**src/rtl/pipe_skid_reg.sv**
```systemverilog
// pipe_skid_reg: valid/ready pipeline register with a one-entry skid buffer.
// in_ready is a registered signal (!skid valid), so there is no combinational
// path from out_ready back to in_ready. Stage flush squashes held beats.
// Optional feature macro: PIPE_SKID_STALL_CNT_EN enables a saturating
// stall-cycle counter on stall_cnt; without it stall_cnt is tied to zero.
module pipe_skid_reg #(
    parameter int WIDTH = 32,
    parameter int CNT_W = 16
) (
    input  logic             clk,
    input  logic             clr,
    input  logic             flush,
    input  logic             in_valid,
    output logic             in_ready,
    input  logic [WIDTH-1:0] in_data,
    output logic             out_valid,
    input  logic             out_ready,
    output logic [WIDTH-1:0] out_data,
    output logic [CNT_W-1:0] stall_cnt
);

    // Occupancy encoding {skid_valid, main_valid}; 2'b10 is unreachable.
    localparam logic [1:0] ST_EMPTY = 2'b00;
    localparam logic [1:0] ST_ONE   = 2'b01;
    localparam logic [1:0] ST_FULL  = 2'b11;

    logic             r_main_vld_p1;
    logic             r_skid_vld_p1;
    logic [WIDTH-1:0] r_main_data_p1;
    logic [WIDTH-1:0] r_skid_data_p1;

    logic [1:0]       w_state;
    logic             w_in_acc;
    logic             w_out_acc;
    logic             w_nxt_main_vld;
    logic             w_nxt_skid_vld;
    logic             w_ld_main_in;
    logic             w_ld_main_skid;
    logic             w_ld_skid_in;

    assign w_state   = {r_skid_vld_p1, r_main_vld_p1};
    assign in_ready  = ~r_skid_vld_p1;
    assign w_in_acc  = in_valid & ~r_skid_vld_p1;
    assign w_out_acc = r_main_vld_p1 & out_ready;

    assign out_valid = r_main_vld_p1;
    assign out_data  = r_main_data_p1;

    // Next occupancy and payload-load selects from the current handshakes.
    always_comb begin
        w_nxt_main_vld = r_main_vld_p1;
        w_nxt_skid_vld = r_skid_vld_p1;
        w_ld_main_in   = 1'b0;
        w_ld_main_skid = 1'b0;
        w_ld_skid_in   = 1'b0;
        case (w_state)
            ST_EMPTY: begin
                if (w_in_acc) begin
                    w_nxt_main_vld = 1'b1;
                    w_ld_main_in   = 1'b1;
                end
            end
            ST_ONE: begin
                if (w_in_acc && w_out_acc) begin
                    w_ld_main_in = 1'b1;
                end else if (w_in_acc) begin
                    // Downstream stalled: park the new beat behind main.
                    w_nxt_skid_vld = 1'b1;
                    w_ld_skid_in   = 1'b1;
                end else if (w_out_acc) begin
                    w_nxt_main_vld = 1'b0;
                end
            end
            ST_FULL: begin
                if (w_out_acc) begin
                    w_nxt_skid_vld = 1'b0;
                    w_ld_main_skid = 1'b1;
                end
            end
            default: begin
                w_nxt_main_vld = 1'b0;
                w_nxt_skid_vld = 1'b0;
            end
        endcase
        // Squash: drop everything held plus any beat offered this cycle.
        if (flush) begin
            w_nxt_main_vld = 1'b0;
            w_nxt_skid_vld = 1'b0;
            w_ld_main_in   = 1'b0;
            w_ld_main_skid = 1'b0;
            w_ld_skid_in   = 1'b0;
        end
    end

    // Occupancy flags; clr takes priority over flush and handshakes.
    always_ff @(posedge clk) begin
        if (clr) begin
            r_main_vld_p1 <= 1'b0;
            r_skid_vld_p1 <= 1'b0;
        end else begin
            r_main_vld_p1 <= w_nxt_main_vld;
            r_skid_vld_p1 <= w_nxt_skid_vld;
        end
    end

    // Payload registers; cleared by clr only, untouched by flush.
    always_ff @(posedge clk) begin
        if (clr) begin
            r_main_data_p1 <= '0;
            r_skid_data_p1 <= '0;
        end else begin
            if (w_ld_main_in) begin
                r_main_data_p1 <= in_data;
            end else if (w_ld_main_skid) begin
                r_main_data_p1 <= r_skid_data_p1;
            end
            if (w_ld_skid_in) begin
                r_skid_data_p1 <= in_data;
            end
        end
    end

`ifdef PIPE_SKID_STALL_CNT_EN
    logic [CNT_W-1:0] r_stall_cnt;

    function automatic logic [CNT_W-1:0] sat_inc(input logic [CNT_W-1:0] v);
        return (&v) ? v : (v + CNT_W'(1));
    endfunction

    // Count edges where a beat is presented but downstream refuses it.
    always_ff @(posedge clk) begin
        if (clr) begin
            r_stall_cnt <= '0;
        end else if (r_main_vld_p1 && !out_ready) begin
            r_stall_cnt <= sat_inc(r_stall_cnt);
        end
    end

    assign stall_cnt = r_stall_cnt;
`else
    assign stall_cnt = '0;
`endif

endmodule

```
**config.mk**
```make
export PLATFORM = sky130hd
export DESIGN_NAME = pipe_skid_reg
export DESIGN_NICKNAME = d
export VERILOG_FILES = /design/src/rtl/pipe_skid_reg.sv
export SDC_FILE = /design/constraint.sdc
export NUM_CORES = 1
export LEC_CHECK = 0
export BUFFER_PORTS_ARGS = -buffer_cell sky130_fd_sc_hd__clkbuf_2
export CAP_MARGIN = 20
export CORE_ASPECT_RATIO = 0.7
export CORE_MARGIN = 2
export CORE_UTILIZATION = 25
export CTS_CLUSTER_SIZE = 25
export DETAILED_ROUTE_END_ITERATION = 12
export PLACE_DENSITY = 0.45
export SLEW_MARGIN = 20
export SYNTH_ARGS = -nofsm -noshare
export SYNTH_HDL_FRONTEND = slang
export SYNTH_SLANG_ARGS = --single-unit
```
**constraint.sdc**
```tcl
create_clock -name clk -period 2.7 [get_ports clk]
set_input_delay 0.27 -clock clk [delete_from_list [all_inputs] [get_ports clk]]
set_output_delay 0.27 -clock clk [all_outputs]
set_load 0.005 [all_outputs]
```
# [Word level (Yosys, flattened, before mapping)]
# Index checks and enable logic that the tools add are counted.
[word_totals] word_cells=42 out_inout_bits=50 inputBits=37 reg_bits=66
[op_classes] eq_ne=8 muxes=19 n_reduce_logical=6 n_bitwise=5
[ops] op="$mux 32" n=2
[ops] op="$mux 1" n=14
[ops] op="$ne 2x2->1 const B" n=6
[ops] op="$pmux 1 s3" n=2
[ops] op="$reduce_and 5->1" n=1
[ops] op="$reduce_and 4->1" n=1
[ops] op="$not 1->1" n=3
[ops] op="$and 1x1->1" n=2
[ops] op="$eq 2x1->1 const B" n=1
[ops] op="$eq 2x2->1 const B" n=1
[ops] op="$logic_not 2->1" n=1
[ops] op="$pmux 1 s2" n=1
[ops] op="$reduce_bool 2->1" n=1
[ops] op="$reduce_or 2->1" n=1
[ops] op="$logic_and 1x1->1" n=1

# [Longest topological paths before layout]
# Gate-level depths: netlist of the first run.
[depth] word_depth=7 ltp_mapped=6

# [Worst setup path after synthesis of the first run]
# OpenSTA, ideal clock, no wires.
[synth_path] path_kind="register -> register" start="register r_main_vld_p1 (netlist: out_valid)" end="register r_main_data_p1[12] (netlist: out_data[12])" period_less_slack_ns=1.518 required_time_ns=2.614 setup_time_ns=0.086 path_stages_with_launch=6 t_arrival_ns=1.432 path_slack_ns=1.182 cell_sequence="dfxtp_1 and2b_4 or3_4 buf_6 buf_6 a221oi_2"
[synth_via] elab_chain_cells=6 word_cells_on_any_way=13 cone_classes="eq/ne (2); mux (7); bitwise (1); reduce/logical (3)"
[synth_rtl] element="start, declared" line="27" rtl="logic r_main_vld_p1;"
[synth_rtl] element="start signal, assigned" line="101" rtl="r_main_vld_p1 <= w_nxt_main_vld;"
[synth_rtl] element="$and 1x1->1" line="44" rtl="assign w_out_acc = r_main_vld_p1 & out_ready;"
[synth_rtl] element="$logic_and 1x1->1" line="64" rtl="if (w_in_acc && w_out_acc) begin"
[synth_rtl] element="$mux 1" line="64"
[synth_rtl] element="$pmux 1 s2" line="56" rtl="case (w_state)"
[synth_rtl] element="$mux 1" line="86" rtl="if (flush) begin"
[synth_rtl] element="$mux 32 / $reduce_bool 2->1 (equally long branches)"
[synth_rtl] element="end signal, assigned" line="113" rtl="r_main_data_p1 <= in_data;"
[synth_rtl] element="end signal, assigned" line="115" rtl="r_main_data_p1 <= r_skid_data_p1;"
[synth_rtl] element="end, declared" line="29" rtl="logic [WIDTH-1:0] r_main_data_p1;"
# Parallel ways exist; a longest one is shown, timed or not.
# A chain may end at the register's enable or synchronous reset.

# [Worst setup path in the final report of the first run]
[layout_path] start="register r_main_vld_p1 (netlist: out_valid)" end="register r_main_data_p1[14] (netlist: out_data[14])"
# The elaborated chain is that of the path after synthesis.

==> results of run 1 <==
through the flow:
stage | power, mW | worst slack (ps) | area [µm²] | hold WS, ps
global placement | 1.312 | 919.6 | 3511 | 453.4
global route | 2.468 | 826.5 | 3784 | 186.1
floorplan | 1.218 | 1182 | 3128 | 417.7
detailed placement | 1.315 | 853.9 | 3511 | 455.3
finish | 2.365 | 956.8 | 3784 | 192.7
CTS | 2.398 | 955.5 | 3784 | 179.1
worst min-delay path by stage:
| stage | to | depth (start not counted) | start | slack (ps) |
|---|---|---|---|---|
| after detailed placement | out_data[13] | 2 | out_data[13] | 460 |
| after global placement | out_data[20] | 2 | out_data[20] | 450 |
| final | r_skid_data_p1[28] | 3 | in_data[28] | 190 |
| after floorplan | r_skid_data_p1[0] | 2 | in_data[0] | 420 |
| after CTS | r_skid_data_p1[17] | 3 | in_data[17] | 180 |
| after global routing | r_skid_data_p1[17] | 3 | in_data[17] | 190 |
power by group:
| part | internal (mW) | total (mW) | switching (mW) |
|---|---|---|---|
| Clock | 0.665 | 1.07 | 0.408 |
| Combinational | 0.106 | 0.257 | 0.151 |
| Sequential | 1.01 | 1.03 | 0.0218 |
layout by cell type, fill, tap and decap left out, drive strengths merged, types with 2 or more instances in the layout:
cell     netlist  final
clkbuf        24     83
buf           29     11
mux2i          4      4
o21ai         34     34
o2bb2ai       28     28
nor2          30     30
conb           1     16
inv           34     34
nand3         32     32
or3            2      2
a221oi        29     29
a21oi         35     35
o41ai          3      3
dfxtp         66     66
state kept, by name, summed over array words and instances, names as in the netlist:
signal          flops
out_data           32
r_skid_data_p1     32
out_valid           1
r_skid_vld_p1       1
kinds of logic (layout without fill, tap and decap cells):
logic type      after synthesis  in the layout  synth area share
flops                        66             66            0.4301
mux                           4              4           0.01304
buf+inv                      87            130            0.1336
compound gates              131            131            0.3096
simple gates                 71             71            0.1124
other cells                   1             16          0.001221
critical path: cells and delay by family (launching register included):
| kind | cells | cell delay, ps |
|---|---|---|
| flip-flops | 1 | 490 |
| buffers and inverters | 1 | 340 |
| AND/OR/NAND/NOR | 1 | 390 |
| AO/OA/AOI/OAI | 2 | 360 |
layout make-up:
class / count / area share
clock buffers: 13 / 0.06878
clock inverters: 2 / 0.003307
inverters: 34 / 0.03373
multi-input cells: 222 / 0.3750
flip-flops and latches: 66 / 0.3495
well taps: 157 / 0.05192
repair buffers: 81 / 0.1177
per-layer routing:
metal  vias to the layer above  routed length [µm]  global-route usage  part of all wire
li1                       1376                   -                   -                 -
met1                      1333                4655              0.2003              0.51
met2                        81                3941              0.2046              0.43
met3                         4                 484             0.04245             0.053
met4                         0                  39             0.03365            0.0043
met5                         -                   0                   0                 0
==> key figures, run 1 <==
Route
  – Final WL: 9120 µm
  – Wire per inst: about 16 µm
  – Drt first-iter violations: 164
  – Residual DRC: 0
  – Routed Antenna Nets: 0
  – DR vias: 2,794
  – Vias per cell: 4.859
  – Drt pass-1 iters: 6

Setup path
  – WS Path Type: reg -> reg
  – R2r startpoint: out_valid
  – Type of origin of the critical path: register
  – CP max-delay cell: dfxtp_1
  – Worst setup path startpoint: out_valid
  – Setup crit end kind: register
  – Reg2reg path depth: 4
  – CP max FO: 16
  – Setup crit end: out_data[14]
  – CP Cell Sequence: nand2_1 -> buf_4 -> o2bb2ai_1 -> a221oi_2
  – Reg2Reg Setup Slack: 960 ps
  – Slowest stage delay, CP: roughly 490 ps
  – Req. time, crit path: ~2900 ps
  – CP arrival: 1920 ps
  – Reg2reg end: out_data[14]

Layout
  – Seq. cell area: 0.001323 mm²
  – Final nets: 451
  – Layout cell share with drive strength beyond 1: 0.2608
  – Fin cells: between 500 and 600
  – Inserted Diodes: 0
  – Fin util: 0.3193
  – Synthesis-to-layout area growth: 23.18%
  – Area of the multi-input gates: 0.001419 mm²
  – Filler cells: 1,266

Floorplanning
  – Die W: 136.5 µm
  – Initial Util: 0.2592
  – # rows: 33
  – # IOs: 87
  – DIE HEIGHT: 96.74 µm
  – Core area: 0.01185 mm²
  – Die area: 0.01320 mm²

Flow run
  – Max-cap violations: 0

Pwr
  – Power per cell area: 625.2 mW/mm²
  – Pleak: approximately 1.5 nW
  – Peak VDD IR: roughly 260 µV

Worst hold path
  – Worst min path class: in -> reg

Placement
  – Port buffer count: 70
  – Hpwl dp: 5831 µm
  – Gpl congestion: 0.7311
  – Placed cell count: 560

STA
  – Final period util: 0.6456
  – Period minus WS final: 1743 ps
  – RSZ-0062 raised after global routing: false
  – Max Freq: 0.5737 GHz
  – Setup TNS: 0 ps
  – Slew HR: 0.3853
  – Setup violators final: 0
  – Tightest Pin Transition: between 900 and 1000 ps
  – Count of pins over their slew limit: 0
  – Final hold viol count: 0
  – Final Skew: a little over 5 ps

Clock network
  – H-tree depth: 3
  – Cells resized by post-CTS repair: 0
  – Root Buffer: clkbuf_16
  – CTS Buffer Depth: 2
  – Sink Count: 66
  – Post-CTS setup buffers: 0
  – Num CTS Buffers: 9
  – Clock-pin slew on the worst setup and hold paths: 50 ps
  – Clock Latency Late Sink: 320 ps
  – CTS tree: done
  – Post-CTS Hold Buffers: 0

Global routing
  – Total track usage: 0.1400
  – Initial antenna violation count: 0
  – First-pass GRT wire length: 14,170 µm
  – Overflow left after global routing: 0
  – Vias in the first global route: ~2,600
  – Largest net degree at the start of global routing: 40

Synthesis
  – Post-synth top flop: dfxtp_1
  – Ys async rst share: 0
  – Mapped Area: 0.003072 mm²
  – Yosys top cell by area: dfxtp_1
  – Syn avg cell area: 8.532 µm²
  – Post-synthesis cell type count: 29
  – Top cells by area, synth: dfxtp_1, o2bb2ai_1, a21oi_1
  – Count leader, synth: dfxtp_1
  – Syn Inst Count: between 300 and 400
  – Post-synthesis sequential area ratio: 0.4301
  – Synth top cells by count: dfxtp_1, a21oi_1, inv_1, nand3_1, nor2_1
  – Number of synthesized flops with an enable pin: 0
  – Synth Warn #: 0
  – Synthesized flop and latch total: 66
  – Share of the synthesized area in the top cell type: 0.4301

Status
  – Outcome: complete, no violations
Power figures use the tool's default switching activity.
==> inputs of run 2 (changes only) <==
Settings changed: PLACE_DENSITY 0.45 to 0.47.
Clock period 2.7 ns to 1.4 ns, I/O delays scaled along.
==> run 2 against run 1 <==
Effect of this change: the run now ends with setup timing left; fmax increased by 20%; worst setup slack got worse by 1000 ps; global-route usage increased by 1.3 points; sequential share of layout area decreased by 3.0 points; via count increased by 3.3%; critical path depth decreased by 1; wire length increased by 8.8%; largest power group unchanged; highest routed layer unchanged.
==> key figures, run 2 (synthesis results as in run 1) <==
STA
  – RSZ-0062 raised after global routing: true
  – Count of pins over their slew limit: 0 (unchanged)
  – Setup violators final: 14 (+14)
  – Setup TNS: -304.0 ps (-304.0 ps)
  – Period minus WS final: 1455 ps (-288.3 ps)
  – Final period util: 1.039 (+0.3936)
  – Max Freq: 0.6873 GHz (+20%)
  – Final Skew: 6.074 ps (+0.9966 ps)
  – Setup WS post-layout: -54.91 ps (-1012 ps)
  – Final hold viol count: 0 (unchanged)

Clock network
  – Sink Count: 66 (unchanged)
  – Root Buffer: clkbuf_16
  – CTS tree: done
  – Num CTS Buffers: 9 (unchanged)
  – CTS Buffer Depth: 2 (unchanged)
  – H-tree depth: 3 (unchanged)
  – Clock Latency Late Sink: 320 ps (about the same)
  – Post-CTS setup buffers: 0 (unchanged)
  – Clock-pin slew on the worst setup and hold paths: 60 ps (about the same)

Route
  – Wire per inst: 16.77 µm (+5.7%)
  – Final WL: 9927 µm (+8.8%)
  – Residual DRC: 0 (unchanged)
  – Drt first-iter violations: 188 (+15%)
  – Drt pass-1 iters: 4 (-2)
  – Routed Antenna Nets: 0 (unchanged)
  – Vias per cell: 4.877 (+0.36%)
  – DR vias: 2,887 (+3.3%)

Floorplanning
  – DIE HEIGHT: 96.74 µm (unchanged)
  – Initial Util: 0.2592 (unchanged)
  – # IOs: 87 (unchanged)
  – Die area: 0.01320 mm² (unchanged)
  – Core area: 0.01185 mm² (unchanged)
  – # rows: 33 (unchanged)
  – Die W: 136.5 µm (unchanged)

Flow run
  – Max-cap violations: 0 (unchanged)

Pwr
  – Peak VDD IR: 598.9 µV (+130%)
  – Pleak: 1.611 nW (+8.9%)
  – Power per cell area: 1177 mW/mm² (+88%)
  – Overall power: 4.895 mW (+110%)

Layout
  – Commonest non-fill, non-tap cell in the layout: clkbuf_2
  – Filler cells: 1,249 (-1.3%)
  – Synthesis-to-layout area growth: 35.36%
  – Final nets: 467 (+3.5%)
  – Most frequent cells in the layout: clkbuf_2, dfxtp_1, inv_1, a21oi_1, nand3_1
  – Layout cell share with drive strength beyond 1: 0.3448 (+0.08406)
  – Area of the multi-input gates: 0.001595 mm² (+12%)
  – Seq. cell area: 0.001329 mm² (+0.47%)
  – Inserted Diodes: 0 (unchanged)

Global routing
  – First-pass GRT wire length: 15,680 µm (+11%)
  – Initial antenna violation count: 0 (unchanged)
  – Overflow left after global routing: 0 (unchanged)
  – Largest net degree at the start of global routing: 42 (+5.0%)
  – Vias in the first global route: 2,811 (+6.3%)
  – Total track usage: 0.1535 (+0.01349)

Placement
  – Gpl congestion: 0.7910 (+8.2%)
  – Hpwl dp: 6265 µm (+7.4%)
  – Port buffer count: 70 (unchanged)

Setup path
  – Req. time, crit path: 1640 ps (-1240 ps)
  – WS Path Type: reg -> reg
  – Setup crit end kind: register
  – CP max FO: 7 (-9)
  – Type of origin of the critical path: register
  – CP arrival: 1690 ps (-230 ps)
  – Reg2reg path depth: 3 (-1)

Status
  – Outcome: finished, violations left
  – Failing checks: setup timing

Worst hold path
  – Hold depth: 3 (unchanged)
  – Worst min path class: in -> reg
[run 2: metal layers]
layer	GRT usage	up-vias	routed length, µm
met3	0.04036	4	663
met4	0.03285	0	43
li1	-	1415	-
met2	0.2127	94	4161
met5	0	-	0
met1	0.2347	1374	5058
[run 2: worst max-delay path: stages, from the launching register on]
cell and delay (ps):
dfxtp_4 380, mux2i_4 220, or3_4 480, a221oi_2 280
[run 2: where the power goes]
group,switching [mW],leakage (nW),internal [mW]
Sequential,0.0433,0.540,1.95
Combinational,0.349,0.917,0.262
Clock,0.788,0.154,1.50
Total,1.18,1.61,3.72
[run 2: area by class of cell]
type                       count  share of cell area
tap                          157             0.04725
sequential                    66              0.3196
inverter                      34             0.03070
clock buffer                  16             0.07523
multi-input combinational    225              0.3837
timing repair buffer          94              0.1435
[run 2: repair_timing]
item,in CTS,in global routing
gates cloned,3,0
endpoints found under the setup margin,29,38
hold buffers,0,0
pin swaps,14,8
resized for setup,21,8
[run 2: path summary, 6_finish.rpt]
| kind | start | endpoint | slack, ps |
|---|---|---|---|
| max reg2reg | r_skid_vld_p1 | out_data[5] | -50 |
| min | in_data[29] | r_skid_data_p1[29] | 70 |
| min reg2reg | out_data[12] | out_data[12] | 470 |
| max | r_skid_vld_p1 | out_data[5] | -50 |
[run 2: per-stage QoR]
step,setup slack [ps],hold WS (ps),instance area (µm²),std cells,util
2_1_floorplan,-79.71,287.7,3136,375,-
3_3_place_gp,-86.44,393.3,3662,573,0.3090
3_5_place_dp,-140.2,398.6,3662,573,0.3090
4_1_cts,-33.02,52.42,4118,592,0.3475
5_1_grt,-75.76,71.05,4158,592,0.3509
6_report,-54.91,67.19,4158,592,0.3509
